===== config.mk =====
export PLATFORM = sky130hd
export DESIGN_NAME = transfer_order_sequencer
export DESIGN_NICKNAME = d
export VERILOG_FILES = /design/src/rtl/transfer_order_sequencer.sv
export SDC_FILE = /design/constraint.sdc
export NUM_CORES = 1
export LEC_CHECK = 0
export BUFFER_PORTS_ARGS = -buffer_cell sky130_fd_sc_hd__buf_2
export CAP_MARGIN = 20
export CORE_UTILIZATION = 53
export DETAILED_ROUTE_END_ITERATION = 10
export PLACE_DENSITY_LB_ADDON = 0.05
export SYNTH_ARGS = -nofsm -noshare
export SYNTH_HDL_FRONTEND = slang
export SYNTH_SLANG_ARGS = --single-unit

===== constraint.sdc =====
create_clock -name clk -period 2.3 [get_ports clk]
set_input_delay 0.46 -clock clk [delete_from_list [all_inputs] [get_ports clk]]
set_output_delay 0.46 -clock clk [all_outputs]
set_load 0.005 [all_outputs]

===== src/rtl/transfer_order_sequencer.sv =====
// -----------------------------------------------------------------------------
// transfer_order_sequencer
//
// Runs the store-transfer orders T (store and clear Accumulator), U (store and
// retain) and H (memory to Multiplier) through the tank-clear/end-pulse
// control unit. An accepted order drives its order lines for the whole order.
// The unit fires s2 once, on the first even-minor-cycle d0 pulse after the
// order is accepted. It then waits for the matching end pulse. For H there is
// no end pulse: the order ends at the odd_d0 / next ev_d0 window that clears
// the Multiplier. Each order ends in exactly one of a done pulse, a timeout
// pulse, or an illegal-order pulse.
//
// Ports
//   clk, rst      system clock; synchronous active-high reset
//   start, order  one-cycle request and the 5-bit function code it carries
//   ev_d0, odd_d0 d0 pulses of the even / odd minor cycle
//   ep6, ep7      end pulses: store-and-clear / store-and-retain
//   c18,c19,c20   order lines (H; T or U; T)
//   op_u          U order line
//   s2            stimulating pulse, one cycle
//   busy          an order is in progress
//   done          one-cycle completion pulse
//   err_timeout   one-cycle pulse: MAX_MINOR even minor cycles without an end
//   err_illegal   one-cycle pulse: start carried a code outside {T, U, H}
// -----------------------------------------------------------------------------
module transfer_order_sequencer #(
  parameter logic [4:0]  ORD_T     = 5'd5,
  parameter logic [4:0]  ORD_U     = 5'd7,
  parameter logic [4:0]  ORD_H     = 5'd21,
  parameter int unsigned MAX_MINOR = 64
) (
  input  logic       clk,
  input  logic       rst,
  input  logic       start,
  input  logic [4:0] order,
  input  logic       ev_d0,
  input  logic       odd_d0,
  input  logic       ep6,
  input  logic       ep7,
  output logic       c18,
  output logic       c19,
  output logic       c20,
  output logic       op_u,
  output logic       s2,
  output logic       busy,
  output logic       done,
  output logic       err_timeout,
  output logic       err_illegal
);

  localparam logic [2:0] ST_IDLE     = 3'd0;
  localparam logic [2:0] ST_ARM      = 3'd1;
  localparam logic [2:0] ST_WAIT_END = 3'd2;
  localparam logic [2:0] ST_H_ODD    = 3'd3;
  localparam logic [2:0] ST_H_EV     = 3'd4;

  localparam logic [7:0] MAX_CNT = 8'(MAX_MINOR);

  logic [2:0] state_q, state_d;
  logic [7:0] cnt_q, cnt_d;
  logic       c18_q, c18_d;
  logic       c19_q, c19_d;
  logic       c20_q, c20_d;
  logic       op_u_q, op_u_d;
  logic       s2_q, s2_d;
  logic       busy_q, busy_d;
  logic       done_q, done_d;
  logic       err_timeout_q, err_timeout_d;
  logic       err_illegal_q, err_illegal_d;

  logic [7:0] cnt_inc;
  logic       complete;
  logic       finish;

  always_comb begin
    // NOTE: every signal gets a default before the case so no path leaves it
    // unassigned; otherwise synthesis infers a latch.
    state_d       = state_q;
    cnt_d         = cnt_q;
    c18_d         = c18_q;
    c19_d         = c19_q;
    c20_d         = c20_q;
    op_u_d        = op_u_q;
    busy_d        = busy_q;
    s2_d          = 1'b0;
    done_d        = 1'b0;
    err_timeout_d = 1'b0;
    err_illegal_d = 1'b0;
    complete      = 1'b0;
    finish        = 1'b0;
    cnt_inc       = (cnt_q == 8'hFF) ? cnt_q : cnt_q + 8'd1;

    case (state_q)
      ST_IDLE: begin
        // The done / timeout cycle already shows IDLE, but it still belongs to
        // the order that just ended. A start that arrives then is dropped.
        if (start && !done_q && !err_timeout_q) begin
          busy_d  = 1'b1;
          state_d = ST_ARM;
          if (order == ORD_T) begin
            c19_d = 1'b1;
            c20_d = 1'b1;
          end else if (order == ORD_U) begin
            c19_d  = 1'b1;
            op_u_d = 1'b1;
          end else if (order == ORD_H) begin
            c18_d = 1'b1;
          end else begin
            busy_d        = 1'b0;
            state_d       = ST_IDLE;
            err_illegal_d = 1'b1;
          end
        end
      end

      // ARM is entered one cycle after start. An ev_d0 that arrives together
      // with start is therefore never seen here.
      ST_ARM: begin
        if (ev_d0) begin
          s2_d    = 1'b1;
          cnt_d   = 8'd0;
          state_d = c18_q ? ST_H_ODD : ST_WAIT_END;
        end
      end

      ST_WAIT_END, ST_H_ODD, ST_H_EV: begin
        if (ev_d0) cnt_d = cnt_inc;
        // c20 marks T (ends on ep6); op_u marks U (ends on ep7). The other
        // end pulse falls through and is ignored.
        complete = ((state_q == ST_WAIT_END) && ((c20_q && ep6) || (op_u_q && ep7)))
                 || ((state_q == ST_H_EV) && ev_d0);
        if (complete) begin
          done_d = 1'b1;
          finish = 1'b1;
        end else if (ev_d0 && (cnt_inc == MAX_CNT)) begin
          err_timeout_d = 1'b1;
          finish        = 1'b1;
        end else if ((state_q == ST_H_ODD) && odd_d0 && !ev_d0) begin
          // When ev_d0 and odd_d0 are both high, ev_d0 wins. That cycle only
          // counts; it does not open the Multiplier-clear window.
          state_d = ST_H_EV;
        end
      end

      default: finish = 1'b1;
    endcase

    if (finish) begin
      state_d = ST_IDLE;
      cnt_d   = 8'd0;
      busy_d  = 1'b0;
      c18_d   = 1'b0;
      c19_d   = 1'b0;
      c20_d   = 1'b0;
      op_u_d  = 1'b0;
    end
  end

  // NOTE: state is updated only with non-blocking assignments. Every flop then
  // samples the values from before the edge, whatever the statement order.
  always_ff @(posedge clk) begin
    if (rst) begin
      state_q       <= ST_IDLE;
      cnt_q         <= 8'd0;
      c18_q         <= 1'b0;
      c19_q         <= 1'b0;
      c20_q         <= 1'b0;
      op_u_q        <= 1'b0;
      s2_q          <= 1'b0;
      busy_q        <= 1'b0;
      done_q        <= 1'b0;
      err_timeout_q <= 1'b0;
      err_illegal_q <= 1'b0;
    end else begin
      state_q       <= state_d;
      cnt_q         <= cnt_d;
      c18_q         <= c18_d;
      c19_q         <= c19_d;
      c20_q         <= c20_d;
      op_u_q        <= op_u_d;
      s2_q          <= s2_d;
      busy_q        <= busy_d;
      done_q        <= done_d;
      err_timeout_q <= err_timeout_d;
      err_illegal_q <= err_illegal_d;
    end
  end

  assign c18         = c18_q;
  assign c19         = c19_q;
  assign c20         = c20_q;
  assign op_u        = op_u_q;
  assign s2          = s2_q;
  assign busy        = busy_q;
  assign done        = done_q;
  assign err_timeout = err_timeout_q;
  assign err_illegal = err_illegal_q;

endmodule


# Word level (Yosys, flattened, before mapping)
# Index checks and enable logic that the tools add are counted.
[classes] n_addsub=1 mul=0 n_div=0 order_cmp=0 n_eq_ne=15 shifts=0 mux=25 bitwise=6 n_reduce_logical=32
[ops] operator="8-bit 2-to-1 mux" count=3
[ops] operator="8-bit case mux with 2 select lines" count=1
[ops] operator="3-bit 2-to-1 mux" count=5
[ops] operator="1-bit 2-to-1 mux" count=14
[ops] operator="2-bit != test, second input constant" count=6
[ops] operator="5-bit by 3-bit equality test with 1-bit output, second input constant" count=2
[ops] operator="1-bit logical AND" count=9
[ops] operator="3-bit case mux with 3 select lines" count=1
[ops] operator="3-bit AND reduction" count=3
[ops] operator="8-bit by 1-bit adder with 8-bit output, second input constant" count=1
[ops] operator="8-bit by 7-bit equality test with 1-bit output, second input constant" count=1
[ops] operator="8-bit equality test, second input constant" count=1
[ops] operator="2-bit OR reduction" count=4
[ops] operator="3-bit by 2-bit equality test with 1-bit output, second input constant" count=2
[ops] operator="1-bit NOT" count=6
[ops] operator="6-bit AND reduction" count=1
[ops] operator="3-bit OR reduction" count=2
[ops] operator="5-bit equality test, second input constant" count=1
[ops] operator="5-bit AND reduction" count=1
[ops] operator="5-bit OR reduction" count=1
[ops] operator="4-bit AND reduction" count=1
[ops] operator="2-bit nonzero test" count=2
[ops] operator="3-bit by 1-bit equality test with 1-bit output, second input constant" count=1
[ops] operator="3-bit equality test, second input constant" count=1
[ops] operator="other kinds (6)" count=9
[word_totals] ff_bits=20 latchBits=0 mem_bits_rw=0 mem_bits_ro=0 in_bits=12 out_inout_bits=9 word_cells=90 mem_count=0

# Longest topological paths before layout
# Gate-level depths: netlist of run 1.
[logic_depth] word_depth=8 ltp_mapped=8 ltp_nobuf=6

# Worst setup path before layout of run 1
# OpenSTA, ideal clock, no wires.
[synth_timing] kind="flip-flop to flip-flop" from="register cnt_q[0]" to="register cnt_q[4]" setup_ns=0.116 arrival_ns=1.886 slack_ns=0.298 stages_incl_launch_ff=9 period_less_slack_ns=2.002 path_cell_list="dfxtp_1 ha_1 and3_1 buf_2 a211oi_2 o211ai_1 o311ai_4 buf_6 nor2_1"
[synth_via] elab_chain_cells=8
[synth_lines] item="from (decl)" line_no="60" rtl="logic [7:0] cnt_q, cnt_d;"
[synth_lines] item="from (signal assigned)" line_no="176" rtl="cnt_q <= cnt_d;"
[synth_lines] item="8-bit by 1-bit adder with 8-bit output or 8-bit equality test (tied branches)" line_no="91" rtl="cnt_inc = (cnt_q == 8'hFF) ? cnt_q : cnt_q + 8'd1;"
[synth_lines] item="8-bit 2-to-1 mux *" line_no="91"
[synth_lines] item="8-bit by 7-bit equality test with 1-bit output" line_no="135" rtl="end else if (ev_d0 && (cnt_inc == MAX_CNT)) begin"
[synth_lines] item="1-bit logical AND" line_no="135"
[synth_lines] item="1-bit 2-to-1 mux" line_no="135"
[synth_lines] item="1-bit 2-to-1 mux" line_no="132" rtl="if (complete) begin"
[synth_lines] item="1-bit case mux with 2 select lines" line_no="93" rtl="case (state_q)"
[synth_lines] item="2-bit OR reduction (no source line)"
# Every way passes the cells marked *; elsewhere a longest branch is shown, timed or not. The select of a mux whose other input is x is not followed.
# A chain may end at the register's enable or synchronous reset.

# Final worst setup path of run 1
[layout_timing] from="register cnt_q[1]" to="register c20_q, in the netlist c20"
[layout_via] elab_chain_cells=8
[layout_lines] item="8-bit by 1-bit adder with 8-bit output or 8-bit equality test (tied branches)" line_no="91"
[layout_lines] item="8-bit 2-to-1 mux *" line_no="91"
[layout_lines] item="8-bit by 7-bit equality test with 1-bit output *" line_no="135"
[layout_lines] item="1-bit logical AND *" line_no="135"
[layout_lines] item="1-bit 2-to-1 mux *" line_no="135"
[layout_lines] item="1-bit 2-to-1 mux *" line_no="132"
[layout_lines] item="1-bit case mux with 2 select lines *" line_no="93"
[layout_lines] item="2-bit OR reduction (no source line) *"
[layout_lines] item="to (signal assigned)" line_no="167" rtl="c20_q <= 1'b0;"
[layout_lines] item="to (signal assigned)" line_no="179" rtl="c20_q <= c20_d;"
[layout_lines] item="to (decl)" line_no="63" rtl="logic c20_q, c20_d;"
# Every way passes the cells marked *; elsewhere a longest branch is shown, timed or not.

==> results of run 1 <==
## area by class of cell
type,count,area [um^2]
Fill cell,190,732
Multi-Input combinational cell,112,649
Sequential cell,20,400
Timing Repair Buffer,22,115
Clock buffer,4,36.3
Tap cell,27,33.8
Inverter,4,15.0
## placed cells by master (no fill, tap or decap), types with 2 or more instances in the layout
cell and n:
nor2_1 21, dfxtp_1 20, buf_2 20, a21oi_1 14
nor3_1 11, o21ai_0 10, nand2_1 9, nand3_1 8
and3_1 4, inv_1 4, nor2b_1 3, clkbuf_4 3
nor4b_1 2, nand3b_1 2, and4_1 2, nand4_1 2
nor3b_1 2, o22ai_1 2, a31oi_1 2, buf_4 2
## stage by stage
step / cell area (um^2) / util / power [uW] / setup slack [ns]
2_1_floorplan: 1120 / - / 391 / 0.298
3_3_place_gp: 1210 / 0.612 / 411 / 0.232
3_5_place_dp: 1210 / 0.612 / 412 / 0.170
4_1_cts: 1250 / 0.631 / 619 / 0.156
5_1_grt: 1250 / 0.631 / 639 / 0.0257
6_report: 1250 / 0.631 / 611 / 0.171
## path summary, 6_finish.rpt
path / from / to / slack [ns] / depth (start not counted)
min reg2reg: c19 / c19 / 0.47 / 2
max: cnt_q[1] / c20 / 0.17 / 7
min: rst / done / 0.37 / 2
max reg2reg: cnt_q[1] / c20 / 0.17 / 7
## worst reg2reg max path: stages (launching register included)
cell and delay, ns:
dfxtp_1 0.47, ha_1 0.28, xnor2_1 0.15, nand3_1 0.13
or4_4 0.45, o311ai_4 0.21, buf_4 0.25, nor2_1 0.08
## layer usage
metal,vias up,share of wire
li1,566,-
met5,-,0
met2,42,0.49
met1,529,0.44
met3,7,0.046
met4,0,0.017
## power by group through the flow
stage / Combinational [uW] / Sequential (uW) / Clock (uW)
after floorplan: 30.6 / 360 / 0
after global placement: 48.6 / 362 / 0
final: 49.8 / 354 / 207
after CTS: 49.8 / 355 / 215
after global routing: 56.3 / 356 / 227
after detailed placement: 49.5 / 362 / 0
## flip-flops by register name, summed over array words and instances, names as in the netlist
name,cells
busy,1
c18,1
c19,1
c20,1
cnt_q,8
done,1
err_illegal,1
err_timeout,1
op_u,1
s2,1
state_q,3
## cells by family after synthesis
family	Yosys count	share of synthesized area
AND/OR/NAND/NOR	72	0.340
AO/OA/AOI/OAI	37	0.211
flip-flops	20	0.357
buffers and inverters	12	0.0636
XOR/XNOR	1	0.00781
multiplexers	1	0.00893
adder cells (fa/ha/maj)	1	0.0112
==> metrics.csv, run 1 <==
stage,metric,value,unit
cells_and_area,drive_gt1_frac,0.179,
critical_path,crit_arrival,2.34,ns
critical_path,crit_family,simple AND/OR/NAND/NOR gates,
critical_path,slowest_delay,0.47,ns
sta,slew_headroom,0.661,
synthesis,synth_nets,157,
place,routabilityCongestion,0.890,
critical_path,crit_path_end_kind,flop,
clocking,insertion_delay,0.30,ns
sta,max_slew.worst_pin.slew,0.503,ns
die,core,1980,um^2
pwr,combPwrFrac,0.082,
pwr,internal-power,469,uW
clocking,cts_hold_buf,0,
synthesis,ys_warn_count,0,
clocking,clockBufferDepth,2,
drt,ant_nets,0,
sta,min_period_over_period,0.926,
clocking,cts_setup_buffers,0,
drt,drt_drc_violations_left,0,
global_route,gr-usage-all-layers,0.237,
cells_and_area,area_growth,11.5,%
pwr,ir_drop,0.408,mV
place,placed_cells,185,
synthesis,async_reset_ff_frac,0,
global_route,grt_pass1_wl,3770,um
die,die_h,48.0,um
synthesis,syn_area,1120,um^2
synthesis,yosysSeqAreaShare,0.357,
pwr,seqPwrFrac,0.580,
global_route,met2_usage,0.392,
global_route,grt_pass1_vias,880,
cells_and_area,layoutNonFillerInstCount,189,
synthesis,synthDistinctLibCells,37,
worst_hold_path,hold_path.class,in -> reg,
drt,wl,2510,um
clocking,cts_root_buffer,clkbuf_4,
synthesis,synth_cells,144,
sta,rsz0062_at_grt,no,
critical_path,required,2.51,ns
drt,drt_iter0_drc,27,
sta,finalHoldViolations,0,
clocking,cts_sinks,20,
sta,setup_viol,0,
die,start_util,0.566,
sta,final_max_slew_viol_count,0,
global_route,grt_max_degree,16,
clocking,clk_pin_slew_worst_paths,0.12,ns
critical_path,critical_path_buf_inv_count,1,
place,dp_hpwl,1870,um
synthesis,netlist.area_leader.share,0.357,
synthesis,synth_most_common_cell,nor2_1,
sta,fin_setup_tns,0,ns
die,num_rows,16,
synthesis,synth_edf_count,0,
critical_path,cp-start-kind,flop,
drt,first_pass_iters,4,
synthesis,synth_area_leaders,"dfxtp_1 36%, nor2_1 7.0%, a21oi_1 6.3%",
sta,clock_skew,0.00608,ns
pwr,clockPowerShare,0.338,
critical_path,cp_cell_sequence,ha_1 -> xnor2_1 -> nand3_1 -> or4_4 -> o311ai_4 -> buf_4 -> nor2_1,
global_route,busiest_layer,met2,
global_route,antenna_found_initial,0,
synthesis,synth_common_cells,"21 x nor2_1, 20 x dfxtp_1, 14 x a21oi_1",
sta,fmax,470,MHz
run_status,status,"complete, no violations",
critical_path,setup.worst_path.class,reg -> reg,
die,ios,21,
critical_path,worst_path_max_delay_cell,dfxtp_1,
clocking,cts_buffers,3,
clocking,cts_max_level,1,
drt,avgViaCountPerCell,6.05,
drt,avgRoutedWirePerCell,13.3,um
clocking,cts_resized,0,
clocking,cts_tree,yes,
place,portBuffers,20,
die,dieArea,2300,um^2
run,drv_cap,0,
pwr,p_sw_frac,0.233,
critical_path,worstPathMaxFanout,15,
pwr,leakagePower,0.000486,uW
drt,num_vias,1144,
sta,hold_slack,0.368,ns
global_route,grtUsageMet3,0.0491,
die,die_w,48.0,um
cells_and_area,nets,176,
global_route,grt_overflow_total,0,
synthesis,synthFlopType,dfxtp_1,
global_route,globalRouteMet1Util,0.298,
cells_and_area,n_antenna_cell,0,
synthesis,synth_seq_cells,20,
pwr,power_density,489,nW/um^2
sta,fin_crit,2.13,ns
pwr,switching_power,143,uW
synthesis,avgSynthCellArea,7.79,um^2
synthesis,synth_area_leader_cell,dfxtp_1,
(Power assumes the default switching activity.)
==> inputs of run 2 (changes only) <==
- CORE_UTILIZATION: 53 -> 50
- clock period: 2.3 -> 2.5 ns (I/O delays scaled with it)
==> run 2 against run 1 <==
Via count is 2.9% lower. Combinational power shrank 7.8%. Global-route usage decreased by 1.1 points. Core utilization fell by 1.9 points. Register-to-register slack better by 0.09 ns. Wire length increased by 1.7%. Total power shrank 8.5%. Die area up 5.7%. Clock power fell by 9.7%. Non-clock buffer count stayed put. Critical endpoint is now busy. Largest cell class unchanged. Largest power group unchanged.
==> metrics.csv, run 2 (synthesized netlist as in run 1, its figures left out) <==
stage,metric,value,unit
die,die_w,49.4,um
drt,avgRoutedWirePerCell,13.5,um
global_route,gr-usage-all-layers,0.226,
die,die_h,49.4,um
global_route,antenna_found_initial,0,
pwr,ir_drop,0.342,mV
cells_and_area,largest_reg_flops,8,
drt,ant_nets,0,
sta,fin_crit,2.24,ns
die,dieArea,2440,um^2
critical_path,worstPathMaxFanout,13,
sta,slew_headroom,0.657,
clocking,clockBufferDepth,2,
clocking,cts_setup_buffers,0,
sta,setup_viol,0,
critical_path,required,2.70,ns
sta,fmax,446,MHz
cells_and_area,n_antenna_cell,0,
sta,post-route-worst-setup-slack,0.259,ns
clocking,cts_tree,yes,
cells_and_area,num-fill-cells,210,
sta,clock_skew,0.00791,ns
critical_path,crit_arrival,2.44,ns
sta,fin_setup_tns,0,ns
clocking,cts_buffers,3,
clocking,cts_root_buffer,clkbuf_4,
cells_and_area,drive_gt1_frac,0.179,
die,num_rows,16,
clocking,cts_max_level,1,
sta,min_period_over_period,0.896,
die,start_util,0.549,
global_route,grt_overflow_total,0,
place,pre_cts_ws,0.307,ns
clocking,clk_pin_slew_worst_paths,0.12,ns
die,core,2040,um^2
clocking,cts_sinks,20,
global_route,grt_pass1_wl,4280,um
drt,num_vias,1111,
drt,drt_drc_violations_left,0,
critical_path,crit_path_end_kind,flop,
global_route,grt_pass1_vias,994,
worst_hold_path,hold_path.class,in -> reg,
run,drv_cap,0,
cells_and_area,layout_commonest_cell,nor2_1,
sta,final_max_slew_viol_count,0,
critical_path,setup.worst_path.class,reg -> reg,
drt,avgViaCountPerCell,5.88,
cells_and_area,final_util,0.612,
clocking,cts_hold_buf,0,
pwr,power.total,559,uW
cells_and_area,top_register,cnt_q,
pwr,power_density,447,nW/um^2
place,routabilityCongestion,0.891,
cells_and_area,nets,176,
critical_path,cp-start-kind,flop,
sta,max_slew.worst_pin.slew,0.509,ns
drt,first_pass_iters,4,
sta,finalHoldViolations,0,
drt,wl,2550,um
die,ios,21,
pwr,leakagePower,0.000486,uW
run_status,status,"complete, no violations",
drt,drt_iter0_drc,34,
cells_and_area,layout_common_cells,"21 x nor2_1, 20 x dfxtp_1, 20 x buf_2, 14 x a21oi_1",
global_route,grt_max_degree,15,
clocking,insertion_delay,0.30,ns
sta,rsz0062_at_grt,no,
cells_and_area,area_growth,11.5,%
cells_and_area,top_regs,"cnt_q: 8 flops, state_q: 3 flops",
place,dp_hpwl,1910,um
clocking,cts_resized,0,
place,portBuffers,20,
-- run 2: cell counts in the layout (fill, tap and decap cells not counted) --
No cell type changed its count.
-- run 2: metal layers --
layer / wire (um) / part of all wire / global-route usage / vias up
li1: - / - / - / 566
met4: 0 / 0 / 0.0343 / 0
met1: 1200 / 0.47 / 0.291 / 514
met2: 1220 / 0.48 / 0.384 / 31
met5: 0 / 0 / 0 / -
met3: 128 / 0.050 / 0.0592 / 0
-- run 2: worst paths after layout --
path	start	to	slack, ns	depth (start not counted)
max	cnt_q[1]	busy	0.26	7
min	rst	s2	0.42	2
max reg2reg	cnt_q[1]	busy	0.26	7
min reg2reg	c19	c19	0.49	2
-- run 2: through the flow --
stage,std cells,instance area (um^2),hold slack (ns)
floorplan,144,1120,0.465
finish,189,1250,0.421
CTS,189,1250,0.417
detailed placement,185,1210,0.467
global route,189,1250,0.423
global placement,185,1210,0.451
-- run 2: power by group --
group          switching (uW)  internal [uW]  leakage, uW
clock network            98.2           88.8    0.0000210
registers                3.90            322     0.000162
logic                    26.1           19.8     0.000303
-- run 2: layout make-up --
type,count,area (um^2),area share
clock buffer,4,36.3,0.0290
tap,27,33.8,0.0270
multi-input combinational,112,649,0.520
sequential,20,400,0.320
timing repair buffer,22,115,0.0921
inverter,4,15.0,0.0120
-- run 2: critical path, cell delays in order, from the launching register on --
cell	delay [ns]
dfxtp_1	0.46
ha_1	0.30
nand3_1	0.22
o21ai_0	0.30
o211ai_1	0.21
o311ai_4	0.34
buf_4	0.25
nor2_1	0.07
==> inputs of run 3 (changes only) <==
- PLACE_DENSITY: unset -> 0.79
- PLACE_DENSITY_LB_ADDON: 0.05 -> unset
==> run 3 against run 2 <==
Non-clock buffer count did not move. Cell area is the same. Core utilization is the same. Sequential share of layout area unchanged. Cell count stayed put. Clock skew up 0.0030 ns. Sequential power is essentially flat. Register-to-register slack better by 0.06 ns. Fmax up 2.7%. Global-route usage increased by 1.6 points. Critical path type unchanged. Critical endpoint is now op_u. Largest cell class unchanged. Highest routed layer is now met4.
==> metrics.csv, run 3 (synthesized netlist as in run 1, its figures left out) <==
stage,metric,value,unit
run_status,status,"complete, no violations",
sta,fin_crit,2.18,ns
global_route,grt_pass1_wl,4580,um
pwr,p_sw_frac,0.238,
critical_path,crit_family,compound AO/OA/AOI/OAI gates,
cells_and_area,layout_commonest_cell,nor2_1,
critical_path,worst_path_max_delay_cell,dfxtp_1,
run,drv_cap,0,
pwr,leakagePower,0.000486,uW
critical_path,cp_cell_sequence,ha_1 -> nand3_1 -> o21ai_0 -> o211ai_1 -> o311ai_4 -> buf_4 -> nor2_1,
global_route,gr-usage-all-layers,0.242,
drt,ant_nets,0,
global_route,grt_overflow_total,0,
pwr,seqPwrFrac,0.577,
cells_and_area,nets,176,
cells_and_area,layout_common_cells,"21 x nor2_1, 20 x dfxtp_1, 20 x buf_2, 14 x a21oi_1",
sta,slew_headroom,0.648,
global_route,met2_usage,0.404,
pwr,clockPowerShare,0.342,
drt,avgViaCountPerCell,6.10,
clocking,cts_max_level,1,
drt,num_vias,1152,
drt,avgRoutedWirePerCell,14.0,um
sta,clock_skew,0.0109,ns
clocking,cts_setup_buffers,0,
critical_path,cp-start-kind,flop,
die,die_w,49.4,um
cells_and_area,largest_reg_flops,8,
sta,post-route-worst-setup-slack,0.319,ns
global_route,grt_max_degree,16,
global_route,grtUsageMet3,0.0561,
drt,wl,2660,um
die,core,2040,um^2
clocking,clk_pin_slew_worst_paths,0.12,ns
drt,drt_drc_violations_left,0,
sta,max_slew.worst_pin.slew,0.523,ns
clocking,cts_buffers,3,
critical_path,required,2.71,ns
pwr,power.total,566,uW
clocking,cts_sinks,20,
worst_hold_path,hold_path.class,in -> reg,
clocking,cts_tree,yes,
die,die_h,49.4,um
pwr,combPwrFrac,0.081,
pwr,switching_power,135,uW
clocking,clockBufferDepth,2,
cells_and_area,area_growth,11.5,%
cells_and_area,drive_gt1_frac,0.179,
place,pre_cts_ws,0.388,ns
global_route,globalRouteMet1Util,0.310,
critical_path,critical_path_buf_inv_count,1,
cells_and_area,n_antenna_cell,0,
critical_path,crit_arrival,2.39,ns
clocking,cts_root_buffer,clkbuf_4,
die,num_rows,16,
clocking,cts_hold_buf,0,
drt,drt_iter0_drc,55,
global_route,busiest_layer,met2,
drt,first_pass_iters,6,
sta,min_period_over_period,0.873,
sta,final_max_slew_viol_count,0,
sta,finalHoldViolations,0,
clocking,insertion_delay,0.32,ns
global_route,grt_pass1_vias,1058,
cells_and_area,top_register,cnt_q,
place,dp_hpwl,1970,um
critical_path,worstPathMaxFanout,15,
die,ios,21,
critical_path,crit_path_end_kind,flop,
sta,rsz0062_at_grt,no,
sta,fin_setup_tns,0,ns
cells_and_area,layoutNonFillerInstCount,189,
cells_and_area,top_regs,"cnt_q: 8 flops, state_q: 3 flops",
global_route,antenna_found_initial,0,
sta,setup_viol,0,
place,placed_cells,185,
place,routabilityCongestion,0.917,
pwr,internal-power,431,uW
die,start_util,0.549,
place,portBuffers,20,
critical_path,setup.worst_path.class,reg -> reg,
critical_path,slowest_delay,0.47,ns
clocking,cts_resized,0,
die,dieArea,2440,um^2
pwr,ir_drop,0.475,mV
sta,fmax,458,MHz
pwr,power_density,453,nW/um^2
-- run 3: cell counts in the layout (fill, tap and decap cells not counted) --
No cell type changed its count.
-- run 3: path summary, 6_finish.rpt --
| path | to | startpoint | depth (start not counted) | slack, ns |
|---|---|---|---|---|
| worst max-delay path | op_u | cnt_q[0] | 7 | 0.32 |
| worst min-delay path | s2 | rst | 2 | 0.40 |
| worst max register to register | op_u | cnt_q[0] | 7 | 0.32 |
| worst min register to register | c19 | c19 | 2 | 0.49 |
-- run 3: through the flow --
| step | hold WS [ns] | utilization | instance area [um^2] |
|---|---|---|---|
| 4_1_cts | 0.401 | 0.612 | 1250 |
| 5_1_grt | 0.417 | 0.612 | 1250 |
| 3_5_place_dp | 0.464 | 0.594 | 1210 |
| 2_1_floorplan | 0.465 | - | 1120 |
| 3_3_place_gp | 0.454 | 0.594 | 1210 |
| 6_report | 0.402 | 0.612 | 1250 |
-- run 3: worst reg2reg max path, cell delays in order (launching register included) --
cell,delay (ns)
dfxtp_1,0.47
ha_1,0.28
nand3_1,0.22
o21ai_0,0.29
o211ai_1,0.20
o311ai_4,0.31
buf_4,0.25
nor2_1,0.07
-- run 3: layer usage --
metal  routed length (um)  vias to the layer above
met3                  188                        6
met2                 1290                       54
met5                    0                        -
met4                   27                        0
met1                 1150                      530
li1                     -                      562
-- run 3: area by class of cell --
cell class / count / area (um^2)
Multi-Input combinational cell: 112 / 649
Fill cell: 193 / 792
Timing Repair Buffer: 22 / 115
Inverter: 4 / 15.0
Sequential cell: 20 / 400
Clock buffer: 4 / 36.3
Tap cell: 27 / 33.8
-- run 3: power by group through the flow --
stage	clock (uW)	combinational [uW]	sequential [uW]
2_1_floorplan	0	28.2	332
3_3_place_gp	0	44.2	333
3_5_place_dp	0	45.3	334
4_1_cts	195	45.6	326
5_1_grt	205	51.7	327
6_report	194	45.9	326
